==> src/rtl/fib_stream_gen.sv <==
// fib_stream_gen: generalised Fibonacci-class sequence generator.
//
// Produces t[0]=seed_a, t[1]=seed_b, t[k]=t[k-1]+t[k-2] and streams the terms
// over a valid/ready handshake. On overflow it either stops before the first
// out-of-range term (OVF_MODE=0) or wraps modulo 2^WIDTH and carries on
// (OVF_MODE=1).
//
// Ports:
//   clk      in   clock, all state on the rising edge
//   rst      in   asynchronous active-low reset
//   start    in   one-cycle request to begin a sequence (ignored while busy)
//   seed_a   in   term 0, sampled on accepted start
//   seed_b   in   term 1, sampled on accepted start
//   n_terms  in   number of terms to emit, clamped to MAX_TERMS
//   f_ready  in   downstream accepts the current term
//   f_valid  out  f_out/f_idx hold a valid term
//   f_out    out  current term
//   f_idx    out  0-based index of the current term
//   busy     out  sequence in progress
//   done     out  one-cycle pulse when a sequence ends
//   ovf      out  sticky overflow flag, cleared on the next accepted start
module fib_stream_gen #(
    parameter int unsigned WIDTH     = 16,
    parameter int unsigned MAX_TERMS = 1024,
    parameter int unsigned OVF_MODE  = 0,
    localparam int unsigned IW       = $clog2(MAX_TERMS + 1)
) (
    input  logic             clk,
    input  logic             rst,
    input  logic             start,
    input  logic [WIDTH-1:0] seed_a,
    input  logic [WIDTH-1:0] seed_b,
    input  logic [IW-1:0]    n_terms,
    input  logic             f_ready,
    output logic             f_valid,
    output logic [WIDTH-1:0] f_out,
    output logic [IW-1:0]    f_idx,
    output logic             busy,
    output logic             done,
    output logic             ovf
);

    localparam logic [0:0]    StIdle    = 1'b0;
    localparam logic [0:0]    StRun     = 1'b1;
    localparam logic [IW-1:0] MaxN      = IW'(MAX_TERMS);
    localparam bit            StopOnOvf = (OVF_MODE == 0);

    logic [0:0]       state_q, state_d;
    logic [WIDTH-1:0] a_q, a_d;          // term currently presented
    logic [WIDTH-1:0] b_q, b_d;          // next term
    logic             b_bad_q, b_bad_d;  // b (or an earlier term) exceeded WIDTH bits
    logic [IW-1:0]    count_q, count_d;
    logic [IW-1:0]    n_lat_q, n_lat_d;
    logic             done_q, done_d;
    logic             ovf_q, ovf_d;

    logic [WIDTH:0]   sum;
    logic             carry;
    logic             xfer;
    logic             last_term;
    logic [IW-1:0]    n_clamped;

    assign sum       = {1'b0, a_q} + {1'b0, b_q};
    assign carry     = sum[WIDTH];
    assign xfer      = (state_q == StRun) && f_ready;
    assign last_term = (count_q == n_lat_q - 1'b1);
    assign n_clamped = (n_terms > MaxN) ? MaxN : n_terms;

    always_comb begin
        state_d = state_q;
        a_d     = a_q;
        b_d     = b_q;
        b_bad_d = b_bad_q;
        count_d = count_q;
        n_lat_d = n_lat_q;
        done_d  = 1'b0;
        ovf_d   = ovf_q;

        case (state_q)
            StIdle: begin
                if (start) begin
                    ovf_d = 1'b0;
                    if (n_clamped != '0) begin
                        a_d     = seed_a;
                        b_d     = seed_b;
                        b_bad_d = 1'b0;
                        count_d = '0;
                        n_lat_d = n_clamped;
                        state_d = StRun;
                    end else begin
                        done_d = 1'b1;
                    end
                end
            end
            default: begin
                if (xfer) begin
                    // Count termination wins over overflow termination.
                    if (last_term) begin
                        state_d = StIdle;
                        done_d  = 1'b1;
                    end else if (b_bad_q && StopOnOvf) begin
                        // The out-of-range term in b is never presented.
                        state_d = StIdle;
                        done_d  = 1'b1;
                        ovf_d   = 1'b1;
                    end else begin
                        a_d     = b_q;
                        b_d     = sum[WIDTH-1:0];
                        b_bad_d = b_bad_q | carry;
                        count_d = count_q + 1'b1;
                        if (!StopOnOvf && carry) begin
                            ovf_d = 1'b1;
                        end
                    end
                end
            end
        endcase
    end

    always_ff @(posedge clk or negedge rst) begin
        if (!rst) begin
            state_q <= StIdle;
            a_q     <= '0;
            b_q     <= '0;
            b_bad_q <= 1'b0;
            count_q <= '0;
            n_lat_q <= '0;
            done_q  <= 1'b0;
            ovf_q   <= 1'b0;
        end else begin
            state_q <= state_d;
            a_q     <= a_d;
            b_q     <= b_d;
            b_bad_q <= b_bad_d;
            count_q <= count_d;
            n_lat_q <= n_lat_d;
            done_q  <= done_d;
            ovf_q   <= ovf_d;
        end
    end

    assign f_valid = (state_q == StRun);
    assign busy    = (state_q == StRun);
    assign f_out   = a_q;
    assign f_idx   = count_q;
    assign done    = done_q;
    assign ovf     = ovf_q;

endmodule

==> config.mk <==
export PLATFORM = sky130hd
export DESIGN_NAME = fib_stream_gen
export DESIGN_NICKNAME = d
export VERILOG_FILES = /design/src/rtl/fib_stream_gen.sv
export SDC_FILE = /design/constraint.sdc
export NUM_CORES = 1
export LEC_CHECK = 0
export ABC_AREA = 1
export ABC_CLOCK_PERIOD_IN_PS = 5900
export CORE_MARGIN = 2
export CORE_UTILIZATION = 55
export CTS_BUF_LIST = sky130_fd_sc_hd__clkbuf_4 sky130_fd_sc_hd__clkbuf_8
export CTS_CLUSTER_SIZE = 40
export DETAILED_ROUTE_END_ITERATION = 16
export DONT_BUFFER_PORTS = 1
export PLACE_DENSITY = 0.75
export SYNTH_ARGS = -nofsm -noshare
export SYNTH_HDL_FRONTEND = slang
export SYNTH_SLANG_ARGS = --single-unit
==> constraint.sdc <==
create_clock -name clk -period 5.9 [get_ports clk]
set_input_delay 0.885 -clock clk [delete_from_list [all_inputs] [get_ports clk]]
set_output_delay 0.885 -clock clk [all_outputs]
set_load 0.1 [all_outputs]
==> run summary <==
DRC viols -> 0
Final Hold Viols -> 0
Predominant post-synthesis flop cell -> dfrtp_1
Critical Path RT -> 6.12 ns
Antenna viol nets, final -> 0
Reg-to-reg slack, setup -> 2.30 ns
Clk_skew -> 0.01517 ns
Met3 GRT Util -> 5.929%
Crit-path max FO -> 48
R2R cell count -> 7
Top Usage Layer GRT -> met2
Status -> completed
Leading area contributor after synthesis -> dfrtp_1
DR WL/cell -> 14.51 um
Final setup margin -> 2.303 ns
Post-CTS Setup Inserts -> 0
PwrDens -> 705.9 mW/mm^2
Share of flip-flops with an asynchronous set or reset -> 100.0%
Slew Viols, Final -> 0
DP Worst Slack -> 2.014 ns
Final net count -> 771
Main combinational cell family by area after synthesis -> simple AND/OR/NAND/NOR gates
Fin crit share -> 60.96%
Post-DP HPWL -> 8.236 mm
Gr usage total -> 27.59%
Multiplexer area fraction after synthesis -> 0%
Syn Area/Cell -> 6.362 sq um
GR Util met2 -> 44.07%
Critical Path Start Type -> flip-flop
Yosys warning count -> 0
Post-synthesis compound-gate area fraction -> 3.655%
Post-Synth Adder-Cell Area -> 5.346%
Max_cap viols -> 0
Clock slew seen by the registers of the worst setup and hold paths -> 0.08 ns
Crit path kind -> flip-flop to flip-flop
Starting Density -> 56.39%
Synth cell count leaders -> nand2_1, inv_1, dfrtp_1
Worst-skew pair later-pin latency -> 0.35 ns
Synth Instances -> 721
Sequential-to-total area share from yosys stat -> 31.64%
DRT iter0 DRCs -> 224
Worst setup path start -> busy$_DFF_PN0_
Clock sinks -> 58
CTS Root Cell -> clkbuf_8
Die area -> 0.009086 sq mm
GPL Wtd Cong -> 0.9071
CTS Buffer Depth -> 2
Post-synth EDFFs -> 0
Met1 Usage GRT -> 37.62%
Fin crit period -> 3.597 ns
Syn nets -> 787
Reg2reg end -> b_q[5]$_DFFE_PN0P_
Core Region -> 0.008134 sq mm
Post-synth top area share -> 31.64%
Num rows -> 33
DIE WIDTH -> 95.32 um
Worst Hold Slack -> 0.2204 ns
Least-Margin Pin Slew -> 1.191 ns
Post-Syn Area -> 0.004587 sq mm
FILL cells -> 794
Worst VDD drop -> 327.9 uV
Worst hold path type -> primary input to async pin
Critical path data arrival time -> 3.82 ns
Total chip power -> 3.428 mW
LEAKAGE -> 2.661 nW
Via count -> 4525
CTS buffer count -> 9
Reg2reg start -> busy$_DFF_PN0_
RSZ-0062 raised after global routing -> no
TritonRoute pass-1 iters -> 5
# IOs -> 78
#FFs+latches synth -> 58
Number of H-tree levels -> 3
CTS tree -> built
Worst Setup End Kind -> flip-flop
Hold buffer count at cts -> 0
Worst rel slew slack -> 20.63%
Initial antenna violation count -> 0
Area contributors post-synth -> dfrtp_1, nand2_1, nand4_1
Drt via density -> 5.552
Fmax -> 278.0 MHz
Die height -> 95.32 um
# resized after CTS -> 0
First-pass GRT wire length -> 19.73 mm
Most common cell in the netlist -> nand2_1
Area Growth Syn to Fin -> 5.865%
Post-Synth XOR/XNOR Area -> 2.482%
Synth cell types -> 32
Fraction of layout cells with a size suffix above 1 -> 5.915%
Number of global-route vias before repair -> 4210
Antenna diodes -> 0
Area share of and/or/nand/nor cells after synthesis -> 47.44%
Setup TNS -> 0 ns
Routed WL -> 11.82 mm
Largest net degree at the start of global routing -> 59
Setup violations, final -> 0
Global route total overflow -> 0
Port Buffers -> 0
Fin util -> 59.70%
## state kept, by name, indices dropped and copies added (netlist names)
name,cells
f_out,16
ovf,1
busy,1
done,1
b_q,16
b_bad_q,1
n_lat_q,11
f_idx,11
## worst max-delay path, stage by stage (launching register included)
cell     delay (ns)
dfrtp_4        0.86
inv_1          0.14
buf_4          0.42
nor2_1         0.14
inv_2          0.59
nand3_2        0.92
nand2_1        0.26
nand2_1        0.09
## stage by stage
| stage | instances | cell area, sq um |
|---|---|---|
| 2_1_floorplan | 721 | 4587 |
| 3_3_place_gp | 799 | 4571 |
| 3_5_place_dp | 799 | 4571 |
| 4_1_cts | 815 | 4856 |
| 5_1_grt | 815 | 4856 |
| 6_report | 815 | 4856 |
## metal layers
| layer | vias to the layer above | wire length (um) | share of wire, % |
|---|---|---|---|
| met1 | 2091 | 5297 | 45 |
| met3 | 16 | 789 | 6.7 |
| met2 | 143 | 5577 | 47 |
| li1 | 2275 | - | - |
| met4 | 0 | 157 | 1.3 |
| met5 | - | 0 | 0 |
## report_power, final
part           internal [mW]  switching [mW]
Sequential             0.545           0.730
Combinational          0.586            1.03
Clock                  0.358           0.181
## cells by family (layout without fill, tap and decap cells)
| group | after synthesis | after routing |
|---|---|---|
| XOR/XNOR | 13 | 13 |
| AO/OA/AOI/OAI | 32 | 32 |
| adder cells (fa/ha/maj) | 19 | 19 |
| AND/OR/NAND/NOR | 499 | 499 |
| flip-flops | 58 | 58 |
| buffers and inverters | 100 | 89 |
## area by class of cell
type	count	area, sq um	area share [%]
sequential	58	1455	29.97
clock buffer	12	165.2	3.401
clock inverter	4	120.1	2.474
timing repair buffer	2	15.01	0.3092
multi-input combinational	563	2703	55.66
inverter	71	266.5	5.488
tap	105	131.4	2.705
## cells in the final DEF, fill, tap and decap left out, drive strengths merged
| cell | instances |
|---|---|
| nor2 | 46 |
| nand3b | 3 |
| xnor2 | 7 |
| o21ai | 20 |
| or2 | 3 |
| nor3b | 1 |
| fa | 1 |
| clkbuf | 12 |
| o21bai | 1 |
| nor4 | 2 |
| nand2 | 331 |
| nor3 | 7 |
| xor2 | 6 |
| bufinv | 4 |
| dfrtp | 58 |
| nand4 | 53 |
| a31oi | 1 |
| a21oi | 10 |
| buf | 2 |
| ha | 18 |
| nand3 | 51 |
| inv | 71 |
| and2 | 2 |
## worst max path at each step
stage                                 end  slack, ns  depth (start not counted)
detailed placement   f_out[3]$_DFFE_PN0P_       2.01                          7
floorplan             b_bad_q$_DFFE_PN0P_       3.50                         12
global placement    f_out[12]$_DFFE_PN0P_       2.14                          7
global route         f_idx[5]$_DFFE_PN0P_       1.96                          7
CTS                    b_q[5]$_DFFE_PN0P_       2.31                          7
finish                 b_q[5]$_DFFE_PN0P_       2.30                          7
No activity file was read; power rests on OpenSTA's default activity.
